$ cat src/rtl/tpu_pkg.sv
// rtl/tpu_pkg.sv - shared constants and sequencer state encoding for the 2x2 systolic array
package tpu_pkg;

  localparam int ARRAY_N  = 2;
  localparam int FEED_CYC = ARRAY_N + 2;
  localparam int WB_WORDS = 2 * ARRAY_N;

  typedef enum logic [2:0] {
    IDLE,
    LOAD_W,
    FEED,
    DRAIN,
    WB,
    DONE
  } state_e;

endpackage

$ cat src/rtl/act_skew.sv
// rtl/act_skew.sv - per-row activation gating and diagonal skew from unified-buffer lanes
// Row 0 passes the buffer lane through under a registered enable; row r goes through an r-stage delay line.
module act_skew
  import tpu_pkg::*;
#(
  parameter int DATA_W = 16,
  parameter int N      = ARRAY_N,
  parameter int CNT_W  = 8
) (
  input  logic                  clk,
  input  logic                  reset,
  input  logic                  feed_nxt_i,
  input  logic [CNT_W-1:0]      cnt_nxt_i,
  input  logic [N*DATA_W-1:0]   rd_data_i,
  output logic [N*DATA_W-1:0]   a_o
);

  logic [N-1:0] en_d, en_q;

  // Row r carries vector v on feed cycle v+1+r, so its window is cycles r+1 .. r+N.
  always_comb begin
    en_d = '0;
    for (int r = 0; r < N; r++) begin
      en_d[r] = feed_nxt_i && (cnt_nxt_i >= CNT_W'(r + 1)) && (cnt_nxt_i <= CNT_W'(r + N));
    end
  end

  always_ff @(posedge clk or posedge reset) begin
    if (reset) begin
      en_q <= '0;
    end else begin
      en_q <= en_d;
    end
  end

  assign a_o[DATA_W-1:0] = rd_data_i[DATA_W-1:0] & {DATA_W{en_q[0]}};

  for (genvar r = 1; r < N; r++) begin : g_row
    logic [DATA_W-1:0] dly_q [r];

    always_ff @(posedge clk or posedge reset) begin
      if (reset) begin
        for (int k = 0; k < r; k++) dly_q[k] <= '0;
      end else begin
        dly_q[0] <= rd_data_i[r*DATA_W +: DATA_W];
        for (int k = 1; k < r; k++) dly_q[k] <= dly_q[k-1];
      end
    end

    assign a_o[r*DATA_W +: DATA_W] = dly_q[r-1] & {DATA_W{en_q[r]}};
  end

endmodule

$ cat src/rtl/mmu_sequencer.sv
// rtl/mmu_sequencer.sv - control FSM for one 2x2 matrix multiply: load, feed, drain, write-back
// Optional MMU_SEQ_RELU_EN clamps negative accumulator words to zero on write-back.
module mmu_sequencer
  import tpu_pkg::*;
#(
  parameter int DATA_W    = 16,
  parameter int ACC_W     = 32,
  parameter int ADDR_W    = 8,
  parameter int DRAIN_CYC = 3
) (
  input  logic                clk,
  input  logic                reset,
  input  logic                start,
  input  logic [ADDR_W-1:0]   act_base,
  input  logic [ADDR_W-1:0]   out_base,
  output logic                busy,
  output logic                done,
  output logic                load_weight,
  output logic                acc_clear,
  output logic                valid,
  output logic [DATA_W-1:0]   a_in1,
  output logic [DATA_W-1:0]   a_in2,
  output logic                ub_rd_en,
  output logic [ADDR_W-1:0]   ub_rd_addr,
  input  logic [2*DATA_W-1:0] ub_rd_data,
  output logic                acc_rd_sel,
  input  logic [ACC_W-1:0]    acc1_data,
  input  logic [ACC_W-1:0]    acc2_data,
  output logic                ub_wr_en,
  output logic [ADDR_W-1:0]   ub_wr_addr,
  output logic [ACC_W-1:0]    ub_wr_data
);

  localparam int CNT_W = 8;
  localparam logic [CNT_W-1:0] FEED_LAST  = CNT_W'(FEED_CYC - 1);
  localparam logic [CNT_W-1:0] WB_LAST    = CNT_W'(WB_WORDS - 1);
  localparam logic [CNT_W-1:0] DRAIN_LAST = CNT_W'((DRAIN_CYC > 0) ? DRAIN_CYC - 1 : 0);

  state_e              state_q, state_d;
  logic [CNT_W-1:0]    cnt_q, cnt_d;
  logic [ADDR_W-1:0]   act_base_q, act_base_d;
  logic [ADDR_W-1:0]   out_base_q, out_base_d;

  logic                busy_q, busy_d;
  logic                done_q, done_d;
  logic                lw_q, lw_d;
  logic                valid_q, valid_d;
  logic                rd_en_q, rd_en_d;
  logic [ADDR_W-1:0]   rd_addr_q, rd_addr_d;
  logic                sel_q, sel_d;
  logic                wr_en_q, wr_en_d;
  logic [ADDR_W-1:0]   wr_addr_q, wr_addr_d;
  logic                wr_hi_q, wr_hi_d;

  always_comb begin
    state_d    = state_q;
    cnt_d      = cnt_q;
    act_base_d = act_base_q;
    out_base_d = out_base_q;
    case (state_q)
      IDLE, DONE: begin
        state_d = IDLE;
        cnt_d   = '0;
        if (start) begin
          state_d    = LOAD_W;
          act_base_d = act_base;
          out_base_d = out_base;
        end
      end
      LOAD_W: begin
        state_d = FEED;
        cnt_d   = '0;
      end
      FEED: begin
        if (cnt_q == FEED_LAST) begin
          cnt_d   = '0;
          state_d = (DRAIN_CYC == 0) ? WB : DRAIN;
        end else begin
          cnt_d = cnt_q + CNT_W'(1);
        end
      end
      DRAIN: begin
        if (cnt_q == DRAIN_LAST) begin
          cnt_d   = '0;
          state_d = WB;
        end else begin
          cnt_d = cnt_q + CNT_W'(1);
        end
      end
      WB: begin
        if (cnt_q == WB_LAST) begin
          cnt_d   = '0;
          state_d = DONE;
        end else begin
          cnt_d = cnt_q + CNT_W'(1);
        end
      end
      default: begin
        state_d = IDLE;
        cnt_d   = '0;
      end
    endcase
  end

  // Outputs are decoded from the next state so each registered strobe lines up with its state.
  always_comb begin
    busy_d    = (state_d != IDLE) && (state_d != DONE);
    done_d    = (state_d == DONE);
    lw_d      = (state_d == LOAD_W);
    valid_d   = ((state_d == FEED) && (cnt_d != '0)) || (state_d == DRAIN);
    rd_en_d   = (state_d == FEED) && (cnt_d < CNT_W'(ARRAY_N));
    rd_addr_d = rd_en_d ? act_base_q + ADDR_W'(cnt_d) : '0;
    wr_en_d   = (state_d == WB);
    wr_addr_d = wr_en_d ? out_base_q + ADDR_W'(cnt_d) : '0;
    sel_d     = wr_en_d && cnt_d[0];
    wr_hi_d   = wr_en_d && cnt_d[1];
  end

  always_ff @(posedge clk or posedge reset) begin
    if (reset) begin
      state_q    <= IDLE;
      cnt_q      <= '0;
      act_base_q <= '0;
      out_base_q <= '0;
      busy_q     <= 1'b0;
      done_q     <= 1'b0;
      lw_q       <= 1'b0;
      valid_q    <= 1'b0;
      rd_en_q    <= 1'b0;
      rd_addr_q  <= '0;
      sel_q      <= 1'b0;
      wr_en_q    <= 1'b0;
      wr_addr_q  <= '0;
      wr_hi_q    <= 1'b0;
    end else begin
      state_q    <= state_d;
      cnt_q      <= cnt_d;
      act_base_q <= act_base_d;
      out_base_q <= out_base_d;
      busy_q     <= busy_d;
      done_q     <= done_d;
      lw_q       <= lw_d;
      valid_q    <= valid_d;
      rd_en_q    <= rd_en_d;
      rd_addr_q  <= rd_addr_d;
      sel_q      <= sel_d;
      wr_en_q    <= wr_en_d;
      wr_addr_q  <= wr_addr_d;
      wr_hi_q    <= wr_hi_d;
    end
  end

  logic [ARRAY_N*DATA_W-1:0] a_flat;

  act_skew #(
    .DATA_W (DATA_W),
    .N      (ARRAY_N),
    .CNT_W  (CNT_W)
  ) u_act_skew (
    .clk        (clk),
    .reset      (reset),
    .feed_nxt_i (state_d == FEED),
    .cnt_nxt_i  (cnt_d),
    .rd_data_i  (ub_rd_data),
    .a_o        (a_flat)
  );

  // Accumulators are read combinationally, so the write word follows the registered select.
  logic [ACC_W-1:0] acc_word;
  assign acc_word = wr_hi_q ? acc2_data : acc1_data;

`ifdef MMU_SEQ_RELU_EN
  assign ub_wr_data = (wr_en_q && !acc_word[ACC_W-1]) ? acc_word : '0;
`else
  assign ub_wr_data = wr_en_q ? acc_word : '0;
`endif

  assign busy        = busy_q;
  assign done        = done_q;
  assign load_weight = lw_q;
  assign acc_clear   = lw_q;
  assign valid       = valid_q;
  assign a_in1       = a_flat[DATA_W-1:0];
  assign a_in2       = a_flat[2*DATA_W-1:DATA_W];
  assign ub_rd_en    = rd_en_q;
  assign ub_rd_addr  = rd_addr_q;
  assign acc_rd_sel  = sel_q;
  assign ub_wr_en    = wr_en_q;
  assign ub_wr_addr  = wr_addr_q;

endmodule

$ cat config.mk
export PLATFORM = sky130hd
export DESIGN_NAME = mmu_sequencer
export DESIGN_NICKNAME = d
export VERILOG_FILES = /design/src/rtl/tpu_pkg.sv /design/src/rtl/act_skew.sv /design/src/rtl/mmu_sequencer.sv
export SDC_FILE = /design/constraint.sdc
export NUM_CORES = 1
export LEC_CHECK = 0
export BUFFER_PORTS_ARGS = -buffer_cell sky130_fd_sc_hd__buf_4
export CORE_MARGIN = 2
export CORE_UTILIZATION = 30
export DETAILED_ROUTE_END_ITERATION = 8
export SLEW_MARGIN = 5
export SYNTH_ARGS = -nofsm -noshare
export SYNTH_HDL_FRONTEND = slang
export SYNTH_SLANG_ARGS = --single-unit
$ cat constraint.sdc
create_clock -name clk -period 3.3 [get_ports clk]
set_clock_uncertainty 0.2 [all_clocks]
set_input_delay 0.165 -clock clk [delete_from_list [all_inputs] [get_ports clk]]
set_output_delay 0.165 -clock clk [all_outputs]
set_load 0.02 [all_outputs]
==> impl_metrics.py, run 1 <==
metrics = {
    "cts": {
        "clock_latency_ns": 0.33,
        "clock_path_buffers": 2,
        "cts.clk_slew.worst_paths_ns": 0.05,
        "cts_sinks": 69,
        "cts_buffers": 9,
        "cts_tree": "done",
        "h-tree-depth": 3,
        "cts_setup_buffers": 0,
        "cts_root_buf": "clkbuf_16",
    },
    "global_routing": {
        "antenna_found_initial": 0,
        "grt_pass1_wl_mm": 17.1,
        "grt.total_usage_pct": 16.3,
        "grt_max_degree": 34,
        "grt_overflow": 0,
        "grt_pass1_vias": 3479,
    },
    "logic_synthesis": {
        "yosysWarnings": 0,
        "synth_top_cell_by_area": "dfrtp_1",
        "ys_seq_area_share_pct": 44.9,
        "synthTopCellsByCount": "dfrtp_1 (69), and2_1 (38), nor2b_1 (35), mux2i_1 (32), nor2_1 (21)",
        "synthTopCellsByArea": "dfrtp_1 (45%), mux2i_1 (8.3%), and2_1 (6.2%)",
        "syn_inst": 347,
        "synth_top_area_share_pct": 44.9,
        "synth_area_um2": 3840,
        "synth_edf_count": 0,
        "ys.flop_type": "dfrtp_1",
        "synthArstFlopShare_pct": 100,
        "ys_seq_elements": 69,
        "syn_avg_cell_area_um2": 11.1,
        "yosysMostFrequentCell": "dfrtp_1",
        "syn_nets": 481,
        "synth_cell_type_count": 48,
    },
    "die": {
        "pin_count": 203,
        "core.rowCount": 41,
        "initial_core_util_pct": 30.6,
        "die_w_um": 117,
        "core_um2": 12600,
        "chipHeight_um": 117,
        "dieArea_um2": 13700,
    },
    "placed_design": {
        "portBuffers": 202,
        "dpl.hpwl_mm": 9.04,
        "place_congestion": 0.836,
        "dp.cells": 714,
    },
    "pwr": {
        "internal_power_mw": 3.08,
        "sw_frac_of_total_pct": 38.3,
        "p_sw_mw": 1.91,
        "peakVddDrop_mv": 0.456,
        "comb_power_share_pct": 50.9,
        "leakage_nw": 3.07,
        "power_frac_seq_pct": 27.4,
        "power_mw": 4.98,
        "power_frac_clock_pct": 21.7,
        "power_density_nw_per_um2": 792,
    },
    "routing": {
        "ant_nets": 0,
        "routedWlPerCell_um": 15.6,
        "num_vias": 3463,
        "drt-initial-drc-count": 148,
        "route.detailed.drc": 0,
        "drtPass1Iterations": 4,
        "vias_per_cell": 4.54,
        "wl_mm": 11.9,
    },
    "setup_path": {
        "worstSetupPathType": "flip-flop to flip-flop",
        "critPathCaptureType": "flip-flop",
        "cp-start-kind": "flip-flop",
        "ff2ff_path_depth": 11,
        "crit_fanout": 4,
        "crit_arrival_ns": 3.22,
        "required_ns": 3.34,
    },
    "timing": {
        "timing.fmax_mhz": 315,
        "hold_viol": 0,
        "min_period_ns": 3.17,
        "max_slew_margin_pct": 39.1,
        "rsz0062_at_grt": "no",
        "tightest_slew_ns": 0.913,
        "min_period_over_period_pct": 96.2,
        "finalMaxSlewViolations": 0,
        "setup_viol": 0,
        "setup_tns_ns": 0,
    },
    "layout": {
        "fill_cells": 1140,
        "final_cells": 763,
        "syn_to_final_growth_pct": 63.7,
        "final_nets": 720,
        "antenna_cells": 0,
        "drive_gt1_share_pct": 45.5,
    },
    "min_path": {
        "hold_path_depth": 3,
        "hp-class": "primary input to flip-flop",
    },
    "outcome": {
        "status": "finished clean",
    },
    "flow_run": {
        "cap_violations": 0,
    },
}
layer usage:
layer  share of wire (%)  up-vias  track usage, %
li1                    -     1667               -
met1                  40     1636            19.2
met2                  51      146            29.1
met3                 7.6       14            4.63
met4                 1.3        0            4.78
met5                   0        -               0
path summary, 6_finish.rpt:
check                              start       endpoint  slack [ns]
setup / recovery                cnt_q[0]  ub_rd_addr[7]        0.13
hold / removal                     start      acc_clear        0.18
setup reg to reg                cnt_q[0]  ub_rd_addr[7]        0.13
hold reg to reg            out_base_q[3]  out_base_q[3]        0.32
max in group asynchronous          reset        wr_hi_q        1.93
min in group asynchronous          reset  ub_wr_addr[3]        0.20
critical path, stage by stage, from the launching register on:
cell and delay (ns):
dfrtp_1 0.41, ha_1 0.25, mux2_2 0.27, a32o_2 0.32, nor2_4 0.18, ha_1 0.25, a21o_1 0.19, o21ba_2 0.21
o21a_1 0.19, o41a_1 0.33, xor2_1 0.18, nor3_2 0.12
what timing repair did:
item                                    4_1_cts  5_1_grt
endpoints found under the setup margin        0        4
hold buffers                                 33        0
hold endpoints to repair                     50        0
resized for setup                             0        7
area by class of cell:
cell class	instances	area (um2)	share of cell area, %
Inverter	5	18.8	0.298
Sequential cell	69	1730	27.5
Multi-Input combinational cell	254	2050	32.6
Tap cell	172	215	3.42
Timing Repair Buffer	247	1940	30.8
Clock inverter	3	65.1	1.03
Clock buffer	13	280	4.45
sequential cells by signal, indices dropped and copies added (netlist names):
signal,cells
acc_clear,1
acc_rd_sel,1
act_base_q,8
busy,1
cnt_q,8
done,1
out_base_q,8
state_q,3
u_act_skew.en_q,2
u_act_skew.g_row.dly_q,16
ub_rd_addr,8
ub_rd_en,1
ub_wr_addr,8
ub_wr_en,1
valid,1
wr_hi_q,1
power groups by stage:
| stage | clock, mW | sequential (mW) | combinational (mW) |
|---|---|---|---|
| floorplan | 0 | 1.33 | 1.65 |
| global placement | 0 | 1.37 | 2.44 |
| CTS | 1.11 | 1.37 | 2.52 |
| finish | 1.08 | 1.36 | 2.54 |
| global route | 1.15 | 1.41 | 2.79 |
| detailed placement | 0 | 1.38 | 2.47 |
per-stage QoR:
stage               hold WS (ns)  setup WS [ns]  instance area [um2]  util (%)
floorplan               -0.00357        0.00206                 3850         -
global placement         -0.0171          0.156                 5590      44.5
detailed placement      -0.00162         0.0602                 5590      44.5
CTS                        0.179         0.0191                 6260      49.8
global route               0.187        0.00631                 6290      50.1
finish                     0.180          0.127                 6290      50.1
kinds of logic (layout without fill, tap and decap cells):
family                     count (synthesis)  after routing  synth area share [%]
AOI/OAI and AO/OA                         38             38                  8.33
adders and majority gates                 19             19                  6.57
xor gates and xnor gates                  19             19                  4.33
buffers and inverters                     24            268                  2.86
DFF                                       69             69                  44.9
muxes                                     50             50                  13.7
and+or+nand+nor                          128            128                  19.3
placed cells by master (no fill, tap or decap), types with 2 or more instances in the layout:
cell type	n
a211o_1	2
a21o_1	6
a21oi_1	5
a21oi_2	2
a41oi_1	2
and2_1	38
and3_1	2
buf_4	214
bufinv_16	2
clkbuf_16	9
clkbuf_8	4
dfrtp_1	68
dlygate4sd3_1	33
fa_1	2
ha_1	16
inv_1	4
mux2_2	17
mux2i_1	32
nand2_1	3
nand2b_1	4
nand3_1	5
nand3b_1	2
nor2_1	19
nor2_2	3
nor2b_1	35
nor3_1	9
nor4_1	2
o21a_1	3
o21ai_0	2
o21ba_2	3
o21bai_1	2
o31a_1	2
xnor2_1	8
xor2_1	11
Note: power is estimated with default switching activity, not from simulation.
==> run 2: changes to the inputs <==
--- a/config.mk
+++ b/config.mk
@@ -5,6 +5,7 @@
 export SDC_FILE = /design/constraint.sdc
 export NUM_CORES = 1
 export LEC_CHECK = 0
+export ABC_AREA = 1
 export BUFFER_PORTS_ARGS = -buffer_cell sky130_fd_sc_hd__buf_4
 export CORE_MARGIN = 2
 export CORE_UTILIZATION = 30
==> constraint.sdc (replaced) <==
create_clock -name clk -period 3.3 [get_ports clk]
set_clock_uncertainty 0.2 [all_clocks]
set_input_delay 0.165 -clock clk [delete_from_list [all_inputs] [get_ports clk]]
set_output_delay 0.165 -clock clk [all_outputs]
set_load 0.01 [all_outputs]
==> impl_metrics.py, run 2 <==
metrics = {
    "timing": {
        "timing.fmax_mhz": 330,
        "finalMaxSlewViolations": 0,
        "hold_viol": 0,
        "setup_viol": 0,
        "min_period_ns": 3.03,
        "rsz0062_at_grt": "no",
        "min_period_over_period_pct": 91.8,
        "max_slew_margin_pct": 38.5,
        "tightest_slew_ns": 0.921,
        "setup_tns_ns": 0,
    },
    "routing": {
        "drtPass1Iterations": 4,
        "routedWlPerCell_um": 13.9,
        "vias_per_cell": 4.38,
        "ant_nets": 0,
        "route.detailed.drc": 0,
        "drt-initial-drc-count": 210,
        "num_vias": 4124,
        "wl_mm": 13.1,
    },
    "layout": {
        "drive_gt1_share_pct": 33.5,
        "final_common_cell": "buf_4",
        "layout_common_cells": "buf_4 (204), nand2_1 (139), nor2_1 (87)",
        "syn_to_final_growth_pct": 59.6,
        "final-seq-area_um2": 1730,
        "multi_input_area_um2": 1860,
        "final_nets": 899,
        "final_cells": 942,
        "antenna_cells": 0,
        "fill_cells": 1225,
        "top_register": "u_act_skew.g_row.dly_q",
        "largest_reg_flops": 16,
    },
    "cts": {
        "cts_tree": "done",
        "h-tree-depth": 3,
        "cts_sinks": 69,
        "cts.clk_slew.worst_paths_ns": 0.06,
        "clock_path_buffers": 2,
        "cts_buffers": 9,
        "cts_setup_buffers": 0,
        "clock_latency_ns": 0.33,
        "cts_root_buf": "clkbuf_16",
    },
    "logic_synthesis": {
        "syn_nets": 668,
        "synth_area_um2": 3950,
        "synthTopCellsByCount": "nand2_1 (139), nor2_1 (87), inv_1 (70), dfrtp_1 (69), o21ai_0 (37)",
        "ys_seq_area_share_pct": 43.7,
        "synthArstFlopShare_pct": 100,
        "synth_edf_count": 0,
        "yosysMostFrequentCell": "nand2_1",
        "syn_inst": 534,
        "ys.flop_type": "dfrtp_1",
        "synth_top_cell_by_area": "dfrtp_1",
        "synthTopCellsByArea": "dfrtp_1 (44%), nand2_1 (13%), nor2_1 (8.3%)",
        "synth_cell_type_count": 33,
        "syn_avg_cell_area_um2": 7.40,
        "synth_top_area_share_pct": 43.7,
        "ys_seq_elements": 69,
        "yosysWarnings": 0,
    },
    "die": {
        "core.rowCount": 41,
        "die_w_um": 119,
        "core_um2": 12700,
        "pin_count": 203,
        "chipHeight_um": 119,
        "dieArea_um2": 14100,
        "initial_core_util_pct": 31.1,
    },
    "global_routing": {
        "grt_pass1_wl_mm": 20.7,
        "grt.total_usage_pct": 18.6,
        "antenna_found_initial": 0,
        "grt_pass1_vias": 4168,
        "grt_max_degree": 70,
        "grt_overflow": 0,
    },
    "placed_design": {
        "portBuffers": 202,
        "place_congestion": 0.941,
        "dp.cells": 893,
        "dpl.hpwl_mm": 10.1,
    },
    "flow_run": {
        "cap_violations": 0,
    },
    "pwr": {
        "peakVddDrop_mv": 0.387,
        "leakage_nw": 3.71,
        "power_density_nw_per_um2": 630,
    },
    "setup_path": {
        "worstSetupPathType": "flip-flop to flip-flop",
        "crit_arrival_ns": 3.05,
        "ff2ff_path_depth": 21,
        "regToRegSetupSlack_ns": 0.27,
        "required_ns": 3.32,
        "r2r-start": "cnt_q[0]",
        "setup.worst_path.start": "cnt_q[0]",
        "cp-start-kind": "flip-flop",
        "crit_end": "ub_rd_addr[6]",
        "crit_fanout": 8,
        "critPathCaptureType": "flip-flop",
        "r2r-end": "ub_rd_addr[6]",
    },
    "min_path": {
        "hp-class": "primary input to flip-flop",
    },
    "outcome": {
        "status": "finished clean",
    },
}
run 2: cell count changes in the layout (fill, tap and decap cells not counted), moves of 32 or more:
cell     before  now
mux2i_1      32    0
o21ai_0       2   37
and2_1       38    1
nand2_1       3  139
nor2b_1      35    0
nor2_1       19   87
inv_1         4   69
run 2: metal layers:
layer | global-route usage [%] | up-vias | wire, um
met5 | 0 | - | 0
met4 | 9.00 | 0 | 495
met3 | 4.39 | 31 | 733
met2 | 33.5 | 151 | 6790
met1 | 20.3 | 1852 | 5100
li1 | - | 2090 | -
run 2: power breakdown:
part / switching, mW / total, mW / leakage (nW) / internal, mW
combinational: 0.950 / 1.63 / 2.66 / 0.684
sequential: 0.168 / 1.22 / 0.885 / 1.05
clock: 0.380 / 1.12 / 0.162 / 0.742
total: 1.50 / 3.97 / 3.71 / 2.48
run 2: cells by family (layout without fill, tap and decap cells):
family	Yosys count	after routing	share of synthesized area (%)
buffers and inverters	97	333	9.37
and+or+nand+nor	278	278	30.4
AOI/OAI and AO/OA	63	63	8.42
DFF	69	69	43.7
adders and majority gates	19	19	6.39
xor gates and xnor gates	8	8	1.77
run 2: timing repair:
item | CTS | global route
endpoints found under the hold margin | 101 | 0
resized for setup | 0 | 1
endpoints found under the setup margin | 0 | 1
hold buffers | 33 | 0
run 2: how the worst min path moves through the flow:
stage                               from                            to  slack [ns]  cells past startpoint
after floorplan           ub_rd_data[16]  u_act_skew.g_row[1].dly_q[0]      -0.004                      0
after global placement    ub_rd_data[21]  u_act_skew.g_row[1].dly_q[5]        0.07                      1
after CTS                          start                 act_base_q[6]        0.21                      4
after global routing               start                 act_base_q[6]        0.24                      4
after detailed placement  ub_rd_data[20]  u_act_skew.g_row[1].dly_q[4]        0.08                      1
final                              start                 act_base_q[6]        0.20                      4
run 2: worst max-delay path, stage by stage, from the launching register on:
cell	delay, ns
dfrtp_2	0.45
inv_2	0.10
ha_1	0.15
inv_1	0.04
nor2_1	0.09
nand2_1	0.11
nand2_2	0.14
nand2_4	0.10
inv_1	0.10
nor2_1	0.08
ha_1	0.24
fa_1	0.42
nand2_1	0.08
nand2_1	0.06
nand2_1	0.05
nand2_1	0.05
nand2_1	0.08
nand2_1	0.05
nand2_1	0.05
nand2_1	0.06
xor2_1	0.15
nor2_2	0.05
run 2: final cells by class:
class                   instances  area share (%)
clock inverters                 7            1.94
well taps                     172            3.41
multi-input cells             368            29.4
clock buffers                   9            3.57
inverters                      80            4.76
repair buffers                237            29.5
flip-flops and latches         69            27.4
run 2: stage by stage:
step | hold WS [ns] | setup WS [ns] | total power, mW | util (%) | instance area (um2)
after floorplan | -0.00357 | 0.546 | 2.25 | - | 3950
after global placement | 0.0745 | 0.367 | 2.81 | 44.2 | 5630
after detailed placement | 0.0757 | 0.305 | 2.85 | 44.2 | 5630
after CTS | 0.213 | 0.232 | 4.03 | 49.6 | 6310
after global routing | 0.236 | 0.00809 | 4.28 | 49.6 | 6310
final | 0.203 | 0.271 | 3.97 | 49.6 | 6310
==> run 3: changes to the inputs <==
--- a/config.mk
+++ b/config.mk
@@ -7,9 +7,13 @@
 export LEC_CHECK = 0
 export ABC_AREA = 1
 export BUFFER_PORTS_ARGS = -buffer_cell sky130_fd_sc_hd__buf_4
+export CELL_PAD_IN_SITES_DETAIL_PLACEMENT = 1
+export CELL_PAD_IN_SITES_GLOBAL_PLACEMENT = 1
 export CORE_MARGIN = 2
-export CORE_UTILIZATION = 30
+export CORE_UTILIZATION = 28
+export CTS_CLUSTER_DIAMETER = 60
 export DETAILED_ROUTE_END_ITERATION = 8
+export PLACE_DENSITY_LB_ADDON = 0.1
 export SLEW_MARGIN = 5
 export SYNTH_ARGS = -nofsm -noshare
 export SYNTH_HDL_FRONTEND = slang
==> impl_metrics.py, run 3 (synthesis results as in run 2) <==
metrics = {
    "setup_path": {
        "path_buf_inv": 3,
        "cp_top_family": "simple AND/OR/NAND/NOR gates",
        "max_stage_delay_ns": 0.45,
        "worstSetupPathType": "flip-flop to flip-flop",
        "path_cells": "inv_2 > ha_1 > inv_1 > nor2_1 > nand2_1 > nand2_2 > nand2_4 > inv_1 > nor2_1 > ha_1 > fa_1 > nand2_1 > nand2_1 > nand2_1 > nand2_1 > nand2_1 > nand2_1 > nand2_1 > nand2_1 > xor2_1 > nor2_2",
        "crit_fanout": 8,
        "required_ns": 3.33,
        "critPathCaptureType": "flip-flop",
        "cp-start-kind": "flip-flop",
        "crit_path_frequent_cell": "nand2_1",
        "crit_arrival_ns": 2.99,
        "slowest_stage": "dfrtp_2",
    },
    "cts": {
        "cts_buffers": 9,
        "h-tree-depth": 3,
        "cts.clk_slew.worst_paths_ns": 0.06,
        "clock_latency_ns": 0.34,
        "clock_path_buffers": 2,
        "cts_tree": "done",
        "cts_sinks": 69,
        "cts_root_buf": "clkbuf_16",
    },
    "placed_design": {
        "dpl.hpwl_mm": 11.1,
        "place_congestion": 0.856,
        "portBuffers": 202,
    },
    "die": {
        "dieArea_um2": 15100,
        "core_um2": 13800,
        "pin_count": 203,
        "core.rowCount": 43,
        "chipHeight_um": 123,
        "die_w_um": 123,
        "initial_core_util_pct": 28.6,
    },
    "timing": {
        "hold_viol": 0,
        "min_period_ns": 2.97,
        "setup_viol": 0,
        "hold_ws_ns": 0.209,
        "max_slew_margin_pct": 33.6,
        "min_period_over_period_pct": 89.9,
        "setup_tns_ns": 0,
        "tightest_slew_ns": 0.994,
        "timing.fmax_mhz": 337,
        "finalMaxSlewViolations": 0,
        "rsz0062_at_grt": "no",
    },
    "layout": {
        "fill_cells": 1735,
        "utilization_pct": 45.4,
        "layout_common_cells": "buf_4 (206), nand2_1 (139), nor2_1 (87)",
        "top_register": "u_act_skew.g_row.dly_q",
        "multi_input_area_um2": 1860,
        "drive_gt1_share_pct": 33.6,
        "largest_reg_flops": 16,
        "antenna_cells": 0,
        "final_nets": 901,
        "final-seq-area_um2": 1730,
        "final_common_cell": "buf_4",
        "syn_to_final_growth_pct": 58.8,
    },
    "routing": {
        "num_vias": 4154,
        "vias_per_cell": 4.37,
        "wl_mm": 14.2,
        "drtPass1Iterations": 4,
        "route.detailed.drc": 0,
        "ant_nets": 0,
        "drt-initial-drc-count": 180,
        "routedWlPerCell_um": 14.9,
    },
    "outcome": {
        "status": "finished clean",
    },
    "pwr": {
        "leakage_nw": 3.69,
        "power_density_nw_per_um2": 608,
        "peakVddDrop_mv": 0.291,
        "power_mw": 3.82,
    },
    "global_routing": {
        "grt_pass1_wl_mm": 22.3,
        "grt_overflow": 0,
        "antenna_found_initial": 0,
        "grt_max_degree": 41,
        "grt.total_usage_pct": 19.4,
        "grt_pass1_vias": 4295,
    },
    "flow_run": {
        "cap_violations": 0,
    },
    "min_path": {
        "hp-class": "primary input to flip-flop",
    },
}
-- run 3: layout make-up --
class,count,area share (%)
timing repair buffer,239,29.9
tap,180,3.59
sequential,69,27.5
clock buffer,9,3.59
inverter,80,4.79
multi-input combinational,368,29.6
clock inverter,6,1.02
-- run 3: path summary, 6_finish.rpt --
kind | start | depth (start not counted) | slack, ns | to
worst max register to register | cnt_q[0] | 21 | 0.33 | ub_rd_addr[6]
min in group asynchronous | reset | 3 | 0.35 | ub_rd_addr[0]
worst max-delay path | cnt_q[0] | 21 | 0.33 | ub_rd_addr[6]
worst min-delay path | start | 4 | 0.21 | act_base_q[0]
worst min register to register | out_base_q[4] | 2 | 0.29 | out_base_q[4]
max in group asynchronous | reset | 4 | 1.76 | cnt_q[0]
-- run 3: tightest hold or removal path: stages --
cell and delay [ns]:
buf_4 0.11, nand3_2 0.29, nand2_1 0.09, nand2_1 0.06
-- run 3: through the flow --
| stage | setup WS [ns] | cells | cell area (um2) |
|---|---|---|---|
| 2_1_floorplan | 0.546 | 534 | 3950 |
| 3_3_place_gp | 0.331 | 902 | 5650 |
| 3_5_place_dp | 0.218 | 902 | 5650 |
| 4_1_cts | 0.215 | 950 | 6270 |
| 5_1_grt | 0.0228 | 951 | 6270 |
| 6_report | 0.334 | 951 | 6270 |
-- run 3: power by group --
| part | internal [mW] | switching, mW | total, mW |
|---|---|---|---|
| Sequential | 1.05 | 0.163 | 1.21 |
| Combinational | 0.685 | 0.966 | 1.65 |
| Clock | 0.580 | 0.373 | 0.953 |
| Total | 2.32 | 1.50 | 3.82 |
-- run 3: layer usage --
metal / track usage [%] / up-vias / routed length (um)
met1: 22.7 / 1901 / 5820
met5: 0 / - / 0
li1: - / 2094 / -
met3: 5.53 / 21 / 1140
met4: 7.18 / 0 / 356
met2: 33.5 / 138 / 6890
-- run 3: timing repair --
action                     in CTS  in global routing
hold endpoints to repair       70                  0
buffers inserted                0                  1
setup endpoints to repair       0                  1
hold buffers                   33                  0
gates resized for setup         0                  1
